## config.mk

```make
export PLATFORM = sky130hd
export DESIGN_NAME = fetch_unit
export DESIGN_NICKNAME = d
export VERILOG_FILES = /design/src/rtl/shrv32_pkg.sv /design/src/rtl/fetch_hold_buf.sv /design/src/rtl/fetch_unit.sv
export SDC_FILE = /design/constraint.sdc
export NUM_CORES = 1
export LEC_CHECK = 0
export BUFFER_PORTS_ARGS = -buffer_cell sky130_fd_sc_hd__buf_2
export CORE_UTILIZATION = 49
export CTS_BUF_LIST = sky130_fd_sc_hd__clkbuf_16
export DETAILED_ROUTE_END_ITERATION = 7
export GPL_TIMING_DRIVEN = 0
export HOLD_SLACK_MARGIN = 0.03
export PLACE_DENSITY_LB_ADDON = 0.12
export REMOVE_ABC_BUFFERS = 1
export SYNTH_ARGS = -nofsm -noshare
export SYNTH_HDL_FRONTEND = slang
export SYNTH_SLANG_ARGS = --single-unit
```

## constraint.sdc

```tcl
create_clock -name CLK -period 5 [get_ports CLK]
set_clock_uncertainty 0.15 [all_clocks]
set_input_delay 0.5 -clock CLK [delete_from_list [all_inputs] [get_ports CLK]]
set_output_delay 0.5 -clock CLK [all_outputs]
set_load 0.05 [all_outputs]
```

## src/rtl/shrv32_pkg.sv

```systemverilog
// Shared shrv32 types and constants for the fetch slice.
// Holds the fetch packet layout, the reset vector and the word-alignment helper.
package shrv32_pkg;

  localparam int XLEN   = 32;
  localparam int INST_W = 32;

  localparam logic [XLEN-1:0] RESET_VECTOR = 32'h0000_0000;

  typedef struct packed {
    logic [XLEN-1:0]   pc;
    logic [INST_W-1:0] inst;
  } fetch_pkt_t;

  function automatic logic [XLEN-1:0] word_align(input logic [XLEN-1:0] a);
    return a & {{(XLEN-2){1'b1}}, 2'b00};
  endfunction

endpackage

```

## src/rtl/fetch_hold_buf.sv

```systemverilog
// One-entry hold register that parks a fetched packet while decode stalls.
// Latency: loads on the clock edge; flush has priority over load, and load has priority over consume.
module fetch_hold_buf
  import shrv32_pkg::*;
(
  input  logic       CLK,
  input  logic       RST,
  input  logic       load,
  input  fetch_pkt_t load_pkt,
  input  logic       consume,
  input  logic       flush,
  output logic       valid,
  output fetch_pkt_t pkt
);

  always_ff @(posedge CLK) begin
    if (RST) begin
      valid <= 1'b0;
      pkt   <= '0;
    end else if (flush) begin
      valid <= 1'b0;
    end else if (load) begin
      valid <= 1'b1;
      pkt   <= load_pkt;
    end else if (consume) begin
      valid <= 1'b0;
    end
  end

endmodule

```

## src/rtl/fetch_unit.sv

```systemverilog
// shrv32 fetch stage: owns the PC, hides the 1-cycle ROM latency and feeds decode over valid/ready.
// First packet arrives 1 cycle after the first issue; stalls park the word in the hold buffer without bubbles.
// FETCH_REDIRECT_BYPASS_EN: the redirect target drives the ROM in the redirect cycle itself (1-cycle penalty).
module fetch_unit
  import shrv32_pkg::*;
#(
  parameter logic [XLEN-1:0] RESET_PC = RESET_VECTOR
) (
  input  logic              CLK,
  input  logic              RST,
  output logic [XLEN-1:0]   imem_addr,
  input  logic [INST_W-1:0] imem_rdata,
  input  logic              redirect_valid,
  input  logic [XLEN-1:0]   redirect_pc,
  output logic              out_valid,
  input  logic              out_ready,
  output logic [XLEN-1:0]   out_pc,
  output logic [INST_W-1:0] out_inst
);

  logic [XLEN-1:0] fetch_pc;
  logic [XLEN-1:0] pend_pc;
  logic [XLEN-1:0] target;
  logic            pend_valid;
  logic            hold_valid;
  logic            out_valid_raw;
  logic            issue;
  logic            stall;
  logic            consume_hold;
  fetch_pkt_t      hold_pkt;
  fetch_pkt_t      pend_pkt;
  fetch_pkt_t      sel_pkt;

  assign target        = word_align(redirect_pc);
  assign out_valid_raw = hold_valid | pend_valid;
  assign out_valid     = out_valid_raw & ~redirect_valid;
  assign issue         = ~out_valid_raw | out_ready;
  assign stall         = pend_valid & ~hold_valid & ~out_ready;
  assign consume_hold  = out_valid & out_ready & hold_valid;

  assign pend_pkt = '{pc: pend_pc, inst: imem_rdata};
  assign sel_pkt  = hold_valid ? hold_pkt : pend_pkt;
  assign out_pc   = out_valid ? sel_pkt.pc   : '0;
  assign out_inst = out_valid ? sel_pkt.inst : '0;

`ifdef FETCH_REDIRECT_BYPASS_EN
  assign imem_addr = (redirect_valid & ~RST) ? target : fetch_pc;
`else
  assign imem_addr = fetch_pc;
`endif

  fetch_hold_buf u_hold (
    .CLK      (CLK),
    .RST      (RST),
    .load     (stall),
    .load_pkt (pend_pkt),
    .consume  (consume_hold),
    .flush    (redirect_valid),
    .valid    (hold_valid),
    .pkt      (hold_pkt)
  );

  // A redirect kills the in-flight request; the ROM word it returns next cycle is never presented.
  always_ff @(posedge CLK) begin
    if (RST) begin
      fetch_pc   <= RESET_PC;
      pend_valid <= 1'b0;
      pend_pc    <= '0;
    end else if (redirect_valid) begin
`ifdef FETCH_REDIRECT_BYPASS_EN
      pend_valid <= 1'b1;
      pend_pc    <= target;
      fetch_pc   <= target + 32'd4;
`else
      pend_valid <= 1'b0;
      fetch_pc   <= target;
`endif
    end else if (issue) begin
      pend_valid <= 1'b1;
      pend_pc    <= fetch_pc;
      fetch_pc   <= fetch_pc + 32'd4;
    end else if (stall) begin
      pend_valid <= 1'b0;
    end
  end

endmodule

```

==> results of run 1 <==
layout by cell type (no fill, tap or decap), types with 3 or more instances in the layout:
| master | instances |
|---|---|
| nand2_1 | 203 |
| buf_2 | 157 |
| dfxtp_1 | 123 |
| nor2_1 | 94 |
| a21oi_1 | 94 |
| mux2i_1 | 64 |
| clkbuf_16 | 17 |
| nand4_1 | 15 |
| nand3_1 | 12 |
| or4_1 | 12 |
| a311oi_1 | 9 |
| inv_1 | 8 |
| a211oi_1 | 8 |
| nor3_1 | 7 |
| or3_1 | 6 |
| o21ai_0 | 6 |
| clkinv_2 | 6 |
| and4_1 | 5 |
| o211ai_1 | 5 |
| o31ai_1 | 5 |
| xor2_1 | 5 |
| buf_16 | 5 |
| and3_1 | 4 |
| conb_1 | 4 |
| bufinv_16 | 4 |
| buf_6 | 4 |
| nand2_2 | 3 |
| a22oi_1 | 3 |
| xnor2_1 | 3 |
synthesized netlist by cell type (all sizes together) (2+ instances only):
cell,number,area share
a2111oi,3,0.0053
a211oi,8,0.0098
a21oi,94,0.077
a221oi,2,0.0029
a22oi,3,0.0037
a311oi,9,0.013
and3,4,0.0041
and4,5,0.0071
buf,25,0.025
clkbuf,42,0.026
dfxtp,124,0.40
inv,7,0.0043
mux2i,64,0.10
nand2,206,0.13
nand3,12,0.0098
nand3b,2,0.0024
nand4,19,0.026
nor2,95,0.058
nor3,7,0.0057
nor3b,2,0.0024
nor4,3,0.0041
nor4b,3,0.0053
o211ai,5,0.0061
o21ai,7,0.0057
o21bai,2,0.0043
o31ai,5,0.0061
or2,2,0.0020
or3,6,0.0061
or4,12,0.015
xnor2,3,0.0043
xor2,5,0.0071
registers in the layout, indices dropped and copies added (netlist names):
register and cells:
pend_valid 1, u_hold.valid 1, pend_pc 30, imem_addr 30
u_hold.pkt 62
area by class of cell:
| cell class | count | area [um2] |
|---|---|---|
| clock inverter | 15 | 178.9 |
| clock buffer | 17 | 425.4 |
| timing repair buffer | 168 | 996.0 |
| inverter | 7 | 26.28 |
| sequential | 124 | 2486 |
| tap | 168 | 210.2 |
| fill | 1126 | 4443 |
| multi-input combinational | 603 | 3346 |
worst min-delay path, stage by stage:
cell and delay [ns]:
buf_2 0.08, a32oi_1 0.05, nand3_1 0.07
cells by family after synthesis:
kind of cell	after synthesis	synth area share
AO/OA/AOI/OAI	145	0.1432
multiplexers	64	0.1043
other	1	0.0006107
adder cells (fa/ha/maj)	1	0.002037
flip-flops	124	0.4042
XOR/XNOR	8	0.01141
buffers and inverters	74	0.05501
AND/OR/NAND/NOR	381	0.2791
where the power goes:
part / internal, mW / switching [mW] / total (mW)
sequential: 1.02 / 0.0471 / 1.07
clock: 0.823 / 0.430 / 1.25
combinational: 0.0977 / 0.223 / 0.321
layer usage:
metal	vias up	routed length, um
li1	2989	-
met1	2759	7258
met2	184	7564
met3	23	917
met4	0	242
met5	-	0
final timing paths:
kind,end,startpoint,slack (ns),cells past startpoint
min reg2reg,u_hold.pkt[31],u_hold.pkt[31],0.30,2
max,out_pc[11],redirect_valid,1.31,6
min,imem_addr[29],redirect_pc[29],0.17,3
max reg2reg,u_hold.pkt[57],u_hold.valid,2.25,6
==> results.md, run 1 <==
* Synthesis-stage register bit count at around 120
* Worst Hold Class: in -> reg
* Placed Cells incl. Taps at 1070
* Post CTS Setup Buffer Count at 0
* Worst hold slack at around 0.17 ns
* Non-Filler Instances at about 1100
* Critical path startpoint category: input port
* Cell Area, Placed at approximately 7000 um2
* Buffers on Ports at 158
* CTS Root Cell: clkbuf_16
* Min setup slack post-route at 1.307 ns
* Final instance area at ~7700 um2
* Worst-path clk slew at ~0.050 ns
* Initial drt markers at about 360
* Area Growth Syn to Fin at 24.88%
* Relative max-transition margin at 0.2263
* Global routing met3 resource utilization at 0.05526
* Power per cell area at 344.7 nW/um2
* Mapped Area at about 6000 um2
* LEAKAGE at around 2.9 nW
* Wire per inst at roughly 15 um
* Bufs on Longest Clock Path at 2
* Buf/Inv on CP at 4
* CP Capture Type: primary output
* Met2 Use GR at 0.4299
* Crit path time final at 3.693 ns
* Core area at between 10000 and 15000 um2
* Commonest register cell after synthesis: dfxtp_1
* Die W at 114.0 um
* Final nets at roughly 1000
* Share of cells above drive strength 1 at 0.2302
* Global-route wire length before repair at 26540 um
* Final Util at 0.6332
* CP arrival at 3.04 ns
* Synth Instances at about 800
* Final setup viols at 0
* Row count at 40
* Top Family by Delay on Critical Path: buffers and inverters
* DRT Wirelength at ~16000 um
* Max-cap violations at 0
* Antenna diodes at 0
* Max Slew Vio Count at 0
* TritonRoute pass-1 iters at 6
* CTS tree: yes
* Vias in the first global route at 5473
* Worst-Margin Slew at between 1 and 1.5 ns
* M1 GR Usage at 0.3235
* DR DRC count at 0
* Fin. Hold Viols at 0
* Run status: finished clean
* Crit Path Category: in -> out
* Fmax at roughly 0.27 GHz
* Die ar. at 12980 um2
* Total grt overflow at 0
* Clk sink count at 124
* Post_cts resized at 0
* I/O Pins at 165
* Syn_area_per_cell at 7.695 um2
* Die H at ~110 um
* Setup TNS at 0 ns
* EDFF count, synth at 0
* Most utilized layer in the global route result: met2
* TritonCTS Buffers at 17
* Routed Antenna Nets at 0
* Vias after detailed routing at ~6000
* RSZ-0062 raised after global routing: no
* Post-synth ARST share at 0
* H-Tree Depth at 4
* CP dominant cell by count: buf_2
* Seq/Total Area, Yosys at 0.4042
* Netlist cell types at 55
* Tcrit/Tclk final at 0.7386
* CP max stage delay at approximately 0.91 ns
* Largest net degree at the start of global routing at 82
* Vias per cell at ~5.4
* Syn. warnings at 0
* Gpl congestion at approximately 0.84
* Initial Utilization at 0.5070
* Final HPWL DP at 10990 um
* Worst skew pair latency at between 0.4 and 0.5 ns
* Critical path required time at 4.35 ns
* Critical path, cell by cell: buf_2, inv_1, nand2_2, buf_12, nor2_1, buf_2
* Max VDD drop at a little under 300 uV
* Final Power at 2.643 mW
* GRT Total Usage at 0.2555
* Slowest CP cell: inv_1
* Initial antenna violation count at 0
* Worst-path fanout max at 45
* Post-CTS Hold Fix Bufs at 0
* DP Worst Slack at between 1 and 1.5 ns
No activity file was read; power rests on OpenSTA's default activity.
==> run 2: changes to the inputs <==
==> constraint.sdc (replaced) <==
create_clock -name CLK -period 3.4 [get_ports CLK]
set_clock_uncertainty 0.15 [all_clocks]
set_input_delay 0.34 -clock CLK [delete_from_list [all_inputs] [get_ports CLK]]
set_output_delay 0.34 -clock CLK [all_outputs]
set_load 0.05 [all_outputs]
==> results.md, run 2 (synthesis results as in run 1) <==
* Worst skew pair latency at 0.41 ns (about the same)
* Fin. Hold Viols at 0 (unchanged)
* CTS tree: yes
* Most frequent cells in the layout: nand2_1 (203), buf_2 (157), dfxtp_1 (123)
* Gpl congestion at 0.8439 (unchanged)
* LEAKAGE at 3.072 nW (+5.1%)
* Max-cap violations at 0 (unchanged)
* Buffers on Ports at 158 (unchanged)
* Seq. cell area at 2486 um2 (unchanged)
* Cell Area, Placed at 7064 um2 (unchanged)
* Die H at 114.0 um (unchanged)
* Critical path startpoint category: flop
* Vias after detailed routing at 6155 (+3.4%)
* Multi-input gate area at 3346 um2 (unchanged)
* Crit path time final at between 3 and 4 ns
* Non-Filler Instances at 1140 (+3.4%)
* Core area at 12110 um2 (unchanged)
* GRT Total Usage at 0.2617 (+0.006163)
* Vias per cell at 5.399 (about the same)
* Worst-Margin Slew at 1.177 ns (+0.01928 ns)
* Worst-path clk slew at 0.05 ns (about the same)
* RSZ-0062 raised after global routing: no
* Run status: finished clean
* CP Capture Type: primary output
* Final instance area at 8048 um2 (+4.9%)
* DP Worst Slack at 0.03229 ns (-1.280 ns)
* Largest net degree at the start of global routing at 82 (unchanged)
* Setup TNS at 0 ns (unchanged)
* Initial Utilization at 0.5070 (unchanged)
* Critical path required time at 2.91 ns (-1.44 ns)
* Placed Cells incl. Taps at 1070 (unchanged)
* CP arrival at 2.67 ns (-0.37 ns)
* Die ar. at 12980 um2 (unchanged)
* Fmax at 0.3163 GHz
* Worst-path fanout max at 45 (unchanged)
* CTS Root Cell: clkbuf_16
* Vias in the first global route at 5672 (+3.6%)
* Global-route wire length before repair at 27230 um (+2.6%)
* Antenna diodes at 0 (unchanged)
* DR DRC count at 0 (unchanged)
* Row count at 40 (unchanged)
* Power per cell area at 487.5 nW/um2 (+41%)
* TritonCTS Buffers at 17 (unchanged)
* Final Power at 3.923 mW (+48%)
* Final setup viols at 0 (unchanged)
* I/O Pins at 165 (unchanged)
* Crit Path Category: reg -> out
* Clk sink count at 124 (unchanged)
* TritonRoute pass-1 iters at 4 (-2)
* Commonest non-fill, non-tap cell in the layout: nand2_1
* Share of cells above drive strength 1 at 0.2233 (-0.006942)
* Final HPWL DP at 10990 um (unchanged)
* Wire per inst at 14.54 um (+0.27%)
* Routed Antenna Nets at 0 (unchanged)
* Final nets at 1028 (+3.8%)
* Area Growth Syn to Fin at 31.05%
* Min setup slack post-route at 0.2388 ns (-1.068 ns)
* Worst Hold Class: in -> reg
* Bufs on Longest Clock Path at 2 (unchanged)
* DRT Wirelength at 16580 um (+3.7%)
* Largest Register: u_hold.pkt
* Max VDD drop at 429.5 uV (+48%)
* Total grt overflow at 0 (unchanged)
* Max Slew Vio Count at 0 (unchanged)
* Initial drt markers at 349 (-3.6%)
* Relative max-transition margin at 0.2134 (-0.01288)
* Tcrit/Tclk final at 0.9298
* H-Tree Depth at 4 (unchanged)
* Fillers at 1075 (-4.5%)
* Max reg flops at 62 (unchanged)
* Initial antenna violation count at 0 (unchanged)
* Die W at 114.0 um (unchanged)
run 2: cell types whose count changed in the layout (fill, tap and decap cells not counted), sizes merged:
cell         before  now
clkinvlp          2    4
dlygate4sd3       0   37
inv               9    8
run 2: power by group:
| group | leakage, nW | total [mW] | switching, mW | internal, mW |
|---|---|---|---|---|
| combinational | 1.76 | 0.508 | 0.336 | 0.171 |
| clock | 0.301 | 1.84 | 0.632 | 1.21 |
| sequential | 1.01 | 1.57 | 0.0695 | 1.50 |
run 2: metal layers:
| layer | track usage | routed length, um |
|---|---|---|
| met1 | 0.3299 | 7514 |
| met2 | 0.4436 | 8026 |
| met3 | 0.05632 | 799 |
| met4 | 0.08745 | 238 |
| met5 | 0 | 0 |
run 2: metrics by stage:
stage | utilization | hold WS, ns
global route | 0.6645 | 0.04722
floorplan | - | 0.2591
finish | 0.6645 | 0.04177
CTS | 0.6637 | 0.03017
global placement | 0.5649 | 0.2909
detailed placement | 0.5833 | 0.2963
run 2: repair_timing:
item	CTS	global route
resized for setup	0	1
hold endpoints to repair	37	0
endpoints found under the setup margin	0	45
hold buffers	37	0
buffers inserted	0	0
run 2: critical path: stages, from the launching register on:
cell	delay, ns
dfxtp_4	0.70
buf_16	0.33
or2_2	0.20
nand2_2	0.27
buf_12	0.30
nor2_1	0.15
buf_2	0.28
run 2: area by class of cell:
class | count | share of cell area
multi-input combinational | 603 | 0.4157
sequential | 124 | 0.3089
timing repair buffer | 205 | 0.1698
clock buffer | 17 | 0.05286
tap | 168 | 0.02612
clock inverter | 15 | 0.02223
inverter | 7 | 0.003731
timing repair inverter | 1 | 0.0006219
run 2: final timing paths:
kind | from | endpoint | slack (ns) | cells after the start
max | u_hold.valid | out_pc[22] | 0.24 | 6
min | imem_rdata[26] | u_hold.pkt[26] | 0.04 | 3
max reg2reg | u_hold.valid | u_hold.pkt[57] | 0.66 | 6
min reg2reg | u_hold.pkt[47] | u_hold.pkt[47] | 0.30 | 2
